### src/rtl/sim_exit_responder.sv
// Purpose : memory-mapped test-exit responder; latches pass/fail/code and streams the signature range to the bench.
// Latency : bus response 1 cycle after acceptance; one signature word per 3 cycles at best (FETCH, WAIT, SEND).
// Backpressure: bus acceptance follows a rotating stall pattern; sig_valid/sig_data/sig_last hold until sig_ready.
// Ports   : clk/rst (async active-high); dmem_* register-window bus (req/ack, 1-cycle resp+rdata);
//           ack_pattern stall mask; sig_rd_* signature memory read port (data 1 cycle after req);
//           sig_valid/ready/data/last signature stream; test_done/pass/timeout/code status flags.
module sim_exit_responder #(
  parameter logic [31:0] SIM_EXIT_BASE = 32'hF000_0000,
  parameter logic [31:0] TIMEOUT       = 32'd2_000_000,
  parameter int          ADDR_W        = 32
) (
  input  logic              clk,
  input  logic              rst,
  input  logic              dmem_req,
  input  logic              dmem_cmd,
  input  logic [1:0]        dmem_width,
  input  logic [ADDR_W-1:0] dmem_addr,
  input  logic [31:0]       dmem_wdata,
  output logic              dmem_req_ack,
  output logic [31:0]       dmem_rdata,
  output logic [1:0]        dmem_resp,
  input  logic [31:0]       ack_pattern,
  output logic              sig_rd_req,
  output logic [ADDR_W-1:0] sig_rd_addr,
  input  logic [31:0]       sig_rd_data,
  output logic              sig_valid,
  input  logic              sig_ready,
  output logic [31:0]       sig_data,
  output logic              sig_last,
  output logic              test_done,
  output logic              test_pass,
  output logic              test_timeout,
  output logic [30:0]       test_code
);

  localparam logic [ADDR_W-1:0] BASE = ADDR_W'(SIM_EXIT_BASE);
  localparam logic [1:0] RESP_IDLE  = 2'd0;
  localparam logic [1:0] RESP_OKAY  = 2'd1;
  localparam logic [1:0] RESP_ERROR = 2'd2;

  typedef enum logic [2:0] {S_RUN, S_FETCH, S_WAIT, S_SEND, S_DONE} state_t;

  state_t            r_state;
  logic [31:0]       r_wdog;
  logic [31:0]       r_pat;
  logic              r_pat_vld;
  logic [ADDR_W-1:0] r_begin;
  logic [ADDR_W-1:0] r_end;
  logic [ADDR_W-1:0] r_ptr;
  logic [ADDR_W-1:0] r_hi;
  logic              r_rd_req;
  logic [ADDR_W-1:0] r_rd_addr;
  logic              r_sig_vld;
  logic [31:0]       r_sig_dat;
  logic              r_sig_last;
  logic              r_done;
  logic              r_pass;
  logic              r_tmo;
  logic [30:0]       r_code;
  logic [1:0]        r_resp;
  logic [31:0]       r_rdata;

  logic [ADDR_W-1:0] w_off;
  logic [1:0]        w_sel;
  logic              w_err;
  logic              w_ack;
  logic              w_wr_ok;
  logic              w_exit;
  logic              w_busy;
  logic [ADDR_W-1:0] w_min;
  logic [ADDR_W-1:0] w_max;
  logic [ADDR_W-1:0] w_lo;
  logic [ADDR_W-1:0] w_hi;
  logic [ADDR_W-1:0] w_ptr_nxt;
  logic [31:0]       w_rd_val;

  // Only the four word registers at offsets 0x0..0xC decode; everything else is an error.
  assign w_off     = dmem_addr - BASE;
  assign w_sel     = w_off[3:2];
  assign w_err     = (w_off[ADDR_W-1:4] != '0) || (w_off[1:0] != 2'b00) || (dmem_width != 2'd2);

  // Nothing is accepted until the stall pattern has been captured after reset release.
  assign w_ack     = dmem_req & r_pat_vld & r_pat[0];
  assign w_wr_ok   = w_ack & dmem_cmd & ~w_err;
  assign w_exit    = w_wr_ok & (w_sel == 2'd0) & dmem_wdata[0] & (r_state == S_RUN);
  assign w_busy    = (r_state == S_FETCH) || (r_state == S_WAIT) || (r_state == S_SEND);

  assign w_min     = (r_begin < r_end) ? r_begin : r_end;
  assign w_max     = (r_begin < r_end) ? r_end   : r_begin;
  assign w_lo      = {w_min[ADDR_W-1:2], 2'b00};
  assign w_hi      = {w_max[ADDR_W-1:2], 2'b00};
  assign w_ptr_nxt = r_ptr + ADDR_W'(4);

  always_comb begin
    w_rd_val = 32'd0;
    case (w_sel)
      2'd1:    w_rd_val = 32'(r_begin);
      2'd2:    w_rd_val = 32'(r_end);
      2'd3:    w_rd_val = {28'd0, w_busy, r_tmo, r_pass, r_done};
      default: w_rd_val = 32'd0;
    endcase
  end

  always_ff @(posedge clk or posedge rst) begin
    if (rst) begin
      r_state    <= S_RUN;
      r_wdog     <= 32'd0;
      r_pat      <= 32'd0;
      r_pat_vld  <= 1'b0;
      r_begin    <= '0;
      r_end      <= '0;
      r_ptr      <= '0;
      r_hi       <= '0;
      r_rd_req   <= 1'b0;
      r_rd_addr  <= '0;
      r_sig_vld  <= 1'b0;
      r_sig_dat  <= 32'd0;
      r_sig_last <= 1'b0;
      r_done     <= 1'b0;
      r_pass     <= 1'b0;
      r_tmo      <= 1'b0;
      r_code     <= 31'd0;
      r_resp     <= RESP_IDLE;
      r_rdata    <= 32'd0;
    end else begin
      // An all-zero pattern would deadlock the bus, so it is promoted to always-accept.
      if (!r_pat_vld) begin
        r_pat     <= (ack_pattern == 32'd0) ? 32'hFFFF_FFFF : ack_pattern;
        r_pat_vld <= 1'b1;
      end else begin
        r_pat <= {r_pat[0], r_pat[31:1]};
      end

      if (w_ack) begin
        r_resp  <= w_err ? RESP_ERROR : RESP_OKAY;
        r_rdata <= (w_err || dmem_cmd) ? 32'd0 : w_rd_val;
      end else begin
        r_resp  <= RESP_IDLE;
        r_rdata <= 32'd0;
      end

      if (w_wr_ok && (w_sel == 2'd1)) r_begin <= ADDR_W'(dmem_wdata);
      if (w_wr_ok && (w_sel == 2'd2)) r_end   <= ADDR_W'(dmem_wdata);

      case (r_state)
        S_RUN: begin
          r_wdog <= r_wdog + 32'd1;
          // A firmware exit in the final watchdog cycle takes priority over the timeout.
          if (w_exit) begin
            r_code <= dmem_wdata[31:1];
            r_pass <= (dmem_wdata[31:1] == 31'd0);
            r_ptr  <= w_lo;
            r_hi   <= w_hi;
            if (w_lo == w_hi) begin
              r_state <= S_DONE;
              r_done  <= 1'b1;
            end else begin
              r_state   <= S_FETCH;
              r_rd_req  <= 1'b1;
              r_rd_addr <= w_lo;
            end
          end else if (r_wdog == TIMEOUT - 32'd1) begin
            r_tmo   <= 1'b1;
            r_pass  <= 1'b0;
            r_done  <= 1'b1;
            r_state <= S_DONE;
          end
        end
        S_FETCH: begin
          r_rd_req <= 1'b0;
          r_state  <= S_WAIT;
        end
        S_WAIT: begin
          r_sig_dat  <= sig_rd_data;
          r_sig_vld  <= 1'b1;
          r_sig_last <= (w_ptr_nxt == r_hi);
          r_state    <= S_SEND;
        end
        S_SEND: begin
          if (sig_ready) begin
            r_sig_vld  <= 1'b0;
            r_sig_last <= 1'b0;
            r_ptr      <= w_ptr_nxt;
            if (r_sig_last) begin
              r_state <= S_DONE;
              r_done  <= 1'b1;
            end else begin
              r_state   <= S_FETCH;
              r_rd_req  <= 1'b1;
              r_rd_addr <= w_ptr_nxt;
            end
          end
        end
        S_DONE: begin
          r_state <= S_DONE;
        end
        default: r_state <= S_RUN;
      endcase
    end
  end

  assign dmem_req_ack = w_ack;
  assign dmem_resp    = r_resp;
  assign dmem_rdata   = r_rdata;
  assign sig_rd_req   = r_rd_req;
  assign sig_rd_addr  = r_rd_addr;
  assign sig_valid    = r_sig_vld;
  assign sig_data     = r_sig_dat;
  assign sig_last     = r_sig_last;
  assign test_done    = r_done;
  assign test_pass    = r_pass;
  assign test_timeout = r_tmo;
  assign test_code    = r_code;

endmodule

### config.mk
export PLATFORM = sky130hd
export DESIGN_NAME = sim_exit_responder
export DESIGN_NICKNAME = d
export VERILOG_FILES = /design/src/rtl/sim_exit_responder.sv
export SDC_FILE = /design/constraint.sdc
export NUM_CORES = 1
export LEC_CHECK = 0
export BUFFER_PORTS_ARGS = -buffer_cell sky130_fd_sc_hd__buf_4
export CAP_MARGIN = 5
export CORE_MARGIN = 8
export CORE_UTILIZATION = 28
export DETAILED_ROUTE_END_ITERATION = 16
export SYNTH_ARGS = -nofsm -noshare
export SYNTH_HDL_FRONTEND = slang
export SYNTH_SLANG_ARGS = --single-unit
### constraint.sdc
create_clock -name clk -period 12.1 [get_ports clk]
set_input_delay 1.815 -clock clk [delete_from_list [all_inputs] [get_ports clk]]
set_output_delay 1.815 -clock clk [all_outputs]
set_load 0.03 [all_outputs]
==> results of run 1 <==
[path summary, 6_finish.rpt]
kind                                      startpoint                           to  depth (start not counted)
setup reg to reg               r_end[31]$_DFFE_PP0P_  sig_rd_addr[25]$_DFFE_PP0P_                         10
hold reg to reg            test_code[20]$_DFFE_PP0P_    test_code[20]$_DFFE_PP0P_                          2
hold / removal             test_code[20]$_DFFE_PP0P_    test_code[20]$_DFFE_PP0P_                          2
max in group asynchronous                        rst  sig_rd_addr[27]$_DFFE_PP0P_                          4
setup / recovery                        dmem_addr[1]  sig_rd_addr[25]$_DFFE_PP0P_                         10
min in group asynchronous                        rst     sig_data[23]$_DFFE_PP0P_                          2
[synth_stat cells (12+ instances only)]
| library cell | count | area (µm²) |
|---|---|---|
| nand4_1 | 21 | 131 |
| xor2_1 | 24 | 210 |
| xnor2_1 | 60 | 526 |
| and3_1 | 23 | 144 |
| o22ai_1 | 14 | 87.6 |
| o21ai_0 | 94 | 470 |
| mux2_2 | 103 | 1160 |
| nand3_1 | 43 | 215 |
| a22oi_1 | 32 | 240 |
| mux2i_1 | 62 | 621 |
| a21oi_1 | 108 | 541 |
| nor2_1 | 93 | 349 |
| nand2_1 | 188 | 706 |
| dfrtp_1 | 329 | 8230 |
| and4_1 | 12 | 105 |
| ha_1 | 33 | 413 |
| nor4_1 | 30 | 188 |
| inv_1 | 72 | 270 |
| nor3_1 | 37 | 185 |
| clkbuf_1 | 82 | 308 |
[layout make-up]
type                    count  area (µm²)  share of cell area, %
flip-flops and latches    329        8230                   40.7
inverters                  72         278                   1.37
diodes                      1        2.50                 0.0124
repair buffers            287        2150                   10.6
clock inverters            16         131                  0.649
well taps                 765         957                   4.73
clock buffers              56        1130                   5.59
multi-input cells        1101        7350                   36.3
[registers in the layout (all words and copies together) (netlist names), 32 cells and up]
register	count
sig_rd_addr	32
r_end	32
r_wdog	32
sig_data	32
r_ptr	32
r_pat	32
r_begin	32
dmem_rdata	32
[placed cells by master, fill, tap and decap left out, drive strengths merged, types with 4 or more instances in the layout]
master / instances
xnor2: 60
xor2: 24
and3: 23
o2bb2ai: 7
clkbuf: 56
nand4: 22
ha: 33
dfrtp: 329
and4: 14
inv: 74
a22oi: 32
o21a: 6
nor4: 33
nor2: 94
o21ai: 96
or4: 9
mux2i: 62
nand3: 43
clkinv: 10
a21o: 11
nand2: 188
o22ai: 14
nor3: 40
nand3b: 4
mux2: 103
and2: 12
or2: 6
a21oi: 108
buf: 287
nor2b: 4
o2111ai: 5
[report_power, final]
group	switching, mW	internal, mW
clock network	0.480	0.676
registers	0.178	1.26
logic	0.643	0.437
total	1.30	2.38
[cells by family (layout without fill, tap and decap cells)]
logic type | Yosys count | count (layout) | share of synthesized area (%)
fa+ha+maj | 33 | 33 | 2.54
mux | 165 | 165 | 11.0
other cells | 1 | 2 | 0.0231
xor+xnor | 86 | 86 | 4.82
compound gates | 310 | 310 | 11.3
buf+inv | 172 | 431 | 4.14
simple gates | 506 | 506 | 15.4
flops | 329 | 329 | 50.7
[layer usage]
metal | share of wire (%) | routed length, µm
met2 | 45 | 22400
met4 | 2.7 | 1340
met5 | 0 | 0
met1 | 46 | 22800
met3 | 6.6 | 3270
[critical path: cells and delay by family]
family / cells / cell delay (ps)
and+or+nand+nor: 6 / 2420
buffers and inverters: 2 / 690
AOI/OAI and AO/OA: 2 / 180
==> impl_metrics.toml, run 1 <==
[cts]
cts_root_buffer = "clkbuf_16"
cts_buffer_depth = 3
clkLatencyLatePin_ps = 560
cts_tree = "built"
ctsResizeCount = 0
cts.htree.levels = 2
clk_pin_slew_ps = 60
cts_setup_buffers = 0
cts.sinks = 329
holdBufCountCts = 0
cts_buffers = 39

[synth]
ys_warn_count = 0
synth_ff_type = "dfrtp_1"
ys_ff_latch = 329
syn_inst = 1602
synthesis.area_um2 = 16200
seq_area_frac_synth_pct = 50.7
synth.avg_cell_area_um2 = 10.1
synth.distinct_cells = 72
syn_nets = 1770
ys_async_sr_fraction_pct = 100
synth-edff-count = 0

[routing]
vias = 12982
drc_errors = 0
first_pass_iters = 5
wirelength_mm = 49.8
viasPerCell = 4.94
first_iter_violations = 737
ant_nets = 0
avgRoutedWirePerCell_um = 19.0

[global_routing]
antenna_found_initial = 0
grt_usage_pct = 14.7
gr-max-usage-layer = "met2"
grt_pass1_wl_mm = 77.9
overflow = 0
grt_max_degree = 117
grtUsageMet2_pct = 23.0
grt_pass1_vias = 13248
grt_use_met1_pct = 19.6
use_met3_pct = 4.04

[power_and_ir_drop]
total_leakage_power_nw = 9.16
vdd_drop_max_v = 0.000148
finalPower_mw = 3.68
power.density_nw_per_um2 = 182

[placed_design]
routabilityCongestion = 0.881
place_inst = 2554
io_buffers = 270
dpl-instance-area_um2 = 19000
dpl_worst_slack_ps = 6790
dp_hpwl_mm = 37.0

[critical_path]
cp_slowest_cell = "nand2b_2"
end_kind = "flip-flop"
crit_required_ps = 12550
crit_chain = "buf_4 -> or4b_1 -> nor4_1 -> and4_2 -> buf_4 -> or2_1 -> nand2b_2 -> nor3_1 -> a21oi_1 -> o21ai_0"
cp-start-kind = "input port"
arrival_ps = 5210
critical_path_class = "input port to flip-flop"
timing.reg2reg.setup_slack_ps = 8160
crit_top_cell = "buf_4"
slowest_delay_ps = 600
path_max_fanout = 65

[run_status]
status = "completed"

[timing]
rsz0062_at_grt = "no"
worst_slack_ps = 7350
setup_violations = 0
fin_setup_tns_ps = 0
slew_viol_final = 0
final_hold_viol_count = 0
hold_ws_ps = 470
min_period_ps = 4750
finalCritPeriodShare_pct = 39.3
relSlewSlack_pct = 19.7
fin_skew_ps = 12.4
worstMarginPinSlew_ps = 1200
fmax_ghz = 0.210

[floorplanning]
num_io_pins = 271
die_h_um = 257
dieArea_um2 = 65900
dieWidth_um = 257
num_rows = 88
core_um2 = 57500
start_util_pct = 28.2

[finish]
layout-area-overhead-vs-synth_pct = 24.7
nets = 1998
layout-drive-gt1-share_pct = 25.7
final_util_pct = 35.2
stdcell_count = 2627
finalInstanceArea_um2 = 20200
fillers = 5858

[hold_path]
hold_class = "flip-flop to flip-flop"

[run]
maxCapViolations = 0
No activity file was read; power rests on OpenSTA's default activity.
==> run 2: changes to the inputs <==
- clock period: 12.1 -> 4.4 ns (I/O delays scaled with it)
==> run 2 against run 1 <==
Net effect: utilization is 0.22 points higher; cell count is 0.15% higher; routed wire length hardly changed; register-to-register slack worse by 7100 ps; critical path type is now flip-flop to flip-flop; largest cell class unchanged; worst hold slack worse by 390 ps.
==> impl_metrics.toml, run 2 (synthesized netlist as in run 1, its figures left out) <==
[placed_design]
place_inst = 2560
dp_hpwl_mm = 37.2
dpl-instance-area_um2 = 19100
io_buffers = 270
routabilityCongestion = 0.880
dpl_worst_slack_ps = 715

[finish]
final_util_pct = 35.4
nets = 2004
stdcell_count = 2631
layout-area-overhead-vs-synth_pct = 25.5
insertedDiodeCount = 0
layout_commonest_cell = "dfrtp_1"
most-common-layout-cells = "dfrtp_1, buf_4, nand2_1, a21oi_1, mux2_2"
finalInstanceArea_um2 = 20400
fillers = 5758
layout-drive-gt1-share_pct = 26.0

[floorplanning]
dieArea_um2 = 65900
die_h_um = 257
num_rows = 88
core_um2 = 57500
dieWidth_um = 257
start_util_pct = 28.2
num_io_pins = 271

[cts]
clkLatencyLatePin_ps = 560
cts_buffer_depth = 3
cts_tree = "built"
clk_pin_slew_ps = 60
holdBufCountCts = 0
cts.sinks = 329
cts_root_buffer = "clkbuf_16"
ctsResizeCount = 0
cts.htree.levels = 2
cts_setup_buffers = 0
cts_buffers = 39

[critical_path]
end_kind = "flip-flop"
cp_slowest_cell = "nor4_1"
timing.reg2reg.setup_slack_ps = 1040
arrival_ps = 3860
crit_required_ps = 4890
r2r_end = "sig_last$_DFFE_PP0P_"
critical_path_class = "flip-flop to flip-flop"
crit_chain = "nand4_1 -> nor4_1 -> xnor2_1 -> xor2_1 -> o2111ai_1 -> or4_1 -> or4_1 -> o21ai_1"
slowest_delay_ps = 620
path_delay_family = "simple AND/OR/NAND/NOR gates"
path_max_fanout = 10
cp-start-kind = "flip-flop"
reg2regPathDepth = 8
regToRegStartpoint = "r_ptr[5]$_DFFE_PP0P_"
path_buf_inv = 0
crit_top_cell = "or4_1"

[global_routing]
grt_usage_pct = 14.9
overflow = 0
grt_use_met1_pct = 19.7
grtUsageMet2_pct = 23.2
grt_pass1_wl_mm = 79.0
antenna_found_initial = 1
use_met3_pct = 3.71
grt_pass1_vias = 13483
gr-max-usage-layer = "met2"
grt_max_degree = 121

[timing]
final_hold_viol_count = 0
rsz0062_at_grt = "no"
worst_slack_ps = 1040
setup_violations = 0
fmax_ghz = 0.298
relSlewSlack_pct = 23.5
min_period_ps = 3360
slew_viol_final = 0
fin_skew_ps = 27.9
finalCritPeriodShare_pct = 76.4
worstMarginPinSlew_ps = 1150

[power_and_ir_drop]
switchingPower_mw = 3.58
finalPower_mw = 10.2
vdd_drop_max_v = 0.000514
sw_frac_of_total_pct = 35.0
p_int_mw = 6.65
p_clk_share_pct = 32.1
power.density_nw_per_um2 = 502
power_frac_seq_pct = 38.8
total_leakage_power_nw = 9.22
p_comb_share_pct = 29.0

[routing]
viasPerCell = 4.91
vias = 12924
drc_errors = 0
avgRoutedWirePerCell_um = 18.9
first_iter_violations = 740
ant_nets = 0
first_pass_iters = 5
wirelength_mm = 49.8

[run_status]
status = "completed"

[run]
maxCapViolations = 0

[hold_path]
hold_class = "input port to async pin"
[run 2: changes by cell type in the layout (fill, tap and decap cells not counted), moves of 2 or more]
| cell | delta |
|---|---|
| inv_6 | +2 |
| clkinv_4 | +2 |
| clkbuf_8 | -2 |
| buf_12 | +4 |
| clkbuf_1 | -2 |
| bufinv_16 | +3 |
| buf_4 | +2 |
[run 2: per-stage QoR]
step | hold WS, ps | TNS, ps
after global routing | 73.0 | 0
after floorplan | 438 | -214730
after global placement | 453 | 0
final | 83.4 | 0
after CTS | 50.5 | 0
after detailed placement | 457 | 0
[run 2: how the worst max path moves through the flow]
stage / start / end / slack (ps) / cells after the start
after floorplan: rst / dmem_rdata[0]$_DFF_PP0_ / -650 / 1
after global placement: dmem_addr[1] / sig_rd_addr[6]$_DFFE_PP0P_ / 870 / 7
after detailed placement: dmem_addr[1] / sig_rd_addr[23]$_DFFE_PP0P_ / 720 / 7
after CTS: r_ptr[5]$_DFFE_PP0P_ / sig_last$_DFFE_PP0P_ / 1060 / 8
after global routing: r_ptr[5]$_DFFE_PP0P_ / sig_last$_DFFE_PP0P_ / 730 / 8
final: r_ptr[5]$_DFFE_PP0P_ / sig_last$_DFFE_PP0P_ / 1040 / 8
[run 2: final cells by class]
class / instances / area (µm²) / share of cell area (%)
clock buffer: 51 / 1070 / 5.26
timing repair buffer: 293 / 2250 / 11.0
sequential: 329 / 8230 / 40.4
inverter: 72 / 274 / 1.35
multi-input combinational: 1101 / 7350 / 36.1
clock inverter: 20 / 228 / 1.12
tap: 765 / 957 / 4.70
[run 2: routing by layer]
metal	vias to the layer above	part of all wire (%)
met4	0	3.4
li1	6094	-
met1	6366	45
met5	-	0
met3	86	6.2
met2	378	45
[run 2: worst register-to-register path: cells and delay by family (launching register included)]
| family | cells | cell delay (ps) |
|---|---|---|
| AOI/OAI and AO/OA | 2 | 250 |
| DFF | 1 | 520 |
| xor gates and xnor gates | 2 | 460 |
| and+or+nand+nor | 4 | 2070 |
[run 2: power groups by stage]
stage / logic (mW) / clock network (mW) / registers (mW)
after global routing: 3.24 / 3.50 / 4.04
after CTS: 3.02 / 3.40 / 3.97
after global placement: 2.97 / 0 / 3.98
after floorplan: 1.64 / 0 / 4.29
final: 2.97 / 3.29 / 3.97
after detailed placement: 3.02 / 0 / 4.01
==> run 3: changes to the inputs <==
- clock period: 4.4 -> 3.3 ns (I/O delays scaled with it)
==> run 3 against run 2 <==
Net effect: final area rose by 1.6%; clock skew fell by 5.4 ps; critical path type unchanged; die area did not move; non-clock buffer count rose by 47; flip-flop and latch count did not move; critical path depth rose by 1; maximum frequency rose by 5.4%; sequential share of layout area fell by 0.64 points; register-to-register slack got worse by 930 ps.
==> impl_metrics.toml, run 3 (synthesized netlist as in run 1, its figures left out) <==
[critical_path]
path_buf_inv = 0
slowest_delay_ps = 530
crit_required_ps = 3800
reg2regPathDepth = 9
crit_chain = "ha_1 -> xnor2_1 -> xnor2_1 -> a2111oi_0 -> o311a_1 -> nand4_1 -> or4_1 -> or4_1 -> o21ai_1"
critical_path_class = "flip-flop to flip-flop"
arrival_ps = 3690
end_kind = "flip-flop"
path_delay_family = "simple AND/OR/NAND/NOR gates"
timing.reg2reg.setup_slack_ps = 110
path_max_fanout = 9
cp_slowest_cell = "or4_1"
cp-start-kind = "flip-flop"
r2r_end = "sig_last$_DFFE_PP0P_"
regToRegStartpoint = "r_ptr[2]$_DFFE_PP0P_"

[cts]
cts.htree.levels = 2
cts_setup_buffers = 0
ctsResizeCount = 0
cts_buffer_depth = 3
holdBufCountCts = 0
clk_pin_slew_ps = 70
cts.sinks = 329
cts_tree = "built"
cts_buffers = 39
clkLatencyLatePin_ps = 570
cts_root_buffer = "clkbuf_16"

[floorplanning]
die_h_um = 257
core_um2 = 57500
num_io_pins = 271
start_util_pct = 28.2
dieArea_um2 = 65900
num_rows = 88
dieWidth_um = 257

[global_routing]
grt_pass1_wl_mm = 81.6
grt_usage_pct = 15.5
grt_pass1_vias = 13663
grt_max_degree = 107
antenna_found_initial = 0
overflow = 0

[power_and_ir_drop]
total_leakage_power_nw = 9.43
p_comb_share_pct = 31.9
p_clk_share_pct = 30.6
power.density_nw_per_um2 = 662
power_frac_seq_pct = 37.5
finalPower_mw = 13.7
vdd_drop_max_v = 0.000460
p_int_mw = 8.85
sw_frac_of_total_pct = 35.4
switchingPower_mw = 4.85

[routing]
first_pass_iters = 5
viasPerCell = 4.87
ant_nets = 0
first_iter_violations = 734
vias = 13031
avgRoutedWirePerCell_um = 19.4
wirelength_mm = 52.0
drc_errors = 0

[timing]
fmax_ghz = 0.314
worstMarginPinSlew_ps = 662
rsz0062_at_grt = "no"
setup_violations = 0
relSlewSlack_pct = 55.8
min_period_ps = 3190
slew_viol_final = 0
fin_skew_ps = 22.5
finalCritPeriodShare_pct = 96.6
final_hold_viol_count = 0

[finish]
layout_commonest_cell = "buf_4"
insertedDiodeCount = 0
final_util_pct = 36.0
layout-area-overhead-vs-synth_pct = 27.5
nets = 2051
layout-drive-gt1-share_pct = 27.8
most-common-layout-cells = "buf_4, dfrtp_1, nand2_1, a21oi_1, mux2_2"

[placed_design]
routabilityCongestion = 0.896
dp_hpwl_mm = 39.0
io_buffers = 270

[run_status]
status = "completed"

[hold_path]
hold_class = "input port to async pin"

[run]
maxCapViolations = 0
[run 3: layer usage]
| layer | GRT usage (%) | routed length (µm) | part of all wire, % |
|---|---|---|---|
| met4 | 4.08 | 1190 | 2.3 |
| met2 | 24.6 | 23800 | 46 |
| met1 | 20.6 | 23400 | 45 |
| met3 | 4.29 | 3670 | 7.1 |
| met5 | 0 | 0 | 0 |
[run 3: per-stage QoR]
step | setup TNS [ps] | hold slack [ps] | std cells | cell area, µm² | worst slack, ps
2_1_floorplan | -522350 | 438 | 1602 | 16200 | -1590
3_3_place_gp | 0 | 451 | 2607 | 19400 | 224
3_5_place_dp | 0 | 457 | 2607 | 19400 | 192
4_1_cts | 0 | 19.6 | 2677 | 20700 | 155
5_1_grt | 0 | 48.2 | 2677 | 20700 | 27.7
6_report | 0 | 32.4 | 2677 | 20700 | 111
[run 3: power groups by stage]
stage / registers [mW] / logic [mW] / clock network, mW
floorplan: 5.72 / 2.18 / 0
global placement: 5.18 / 4.35 / 0
detailed placement: 5.21 / 4.41 / 0
CTS: 5.15 / 4.42 / 4.34
global route: 5.24 / 4.74 / 4.50
finish: 5.14 / 4.37 / 4.19
[run 3: worst max-delay path by stage]
stage                                    start                       to  depth (start not counted)
after detailed placement  r_ptr[2]$_DFFE_PP0P_     sig_last$_DFFE_PP0P_                          9
after global routing      r_ptr[2]$_DFFE_PP0P_     sig_last$_DFFE_PP0P_                          9
after CTS                 r_ptr[2]$_DFFE_PP0P_     sig_last$_DFFE_PP0P_                          9
final                     r_ptr[2]$_DFFE_PP0P_     sig_last$_DFFE_PP0P_                          9
after global placement    r_ptr[2]$_DFFE_PP0P_     sig_last$_DFFE_PP0P_                          9
after floorplan                            rst  dmem_rdata[0]$_DFF_PP0_                          1
[run 3: worst reg2reg max path, cell delays in order, from the launching register on]
cell and delay (ps):
dfrtp_1 380, ha_1 310, xnor2_1 310, xnor2_1 110, a2111oi_0 520, o311a_1 260, nand4_1 140, or4_1 430
or4_1 530, o21ai_1 140
[run 3: final cells by class]
class | count | area [µm²]
well taps | 765 | 957
inverters | 72 | 274
multi-input cells | 1101 | 7350
fillers | 5854 | 36800
clock buffers | 55 | 1140
repair buffers | 340 | 2630
flip-flops and latches | 329 | 8230
clock inverters | 15 | 109
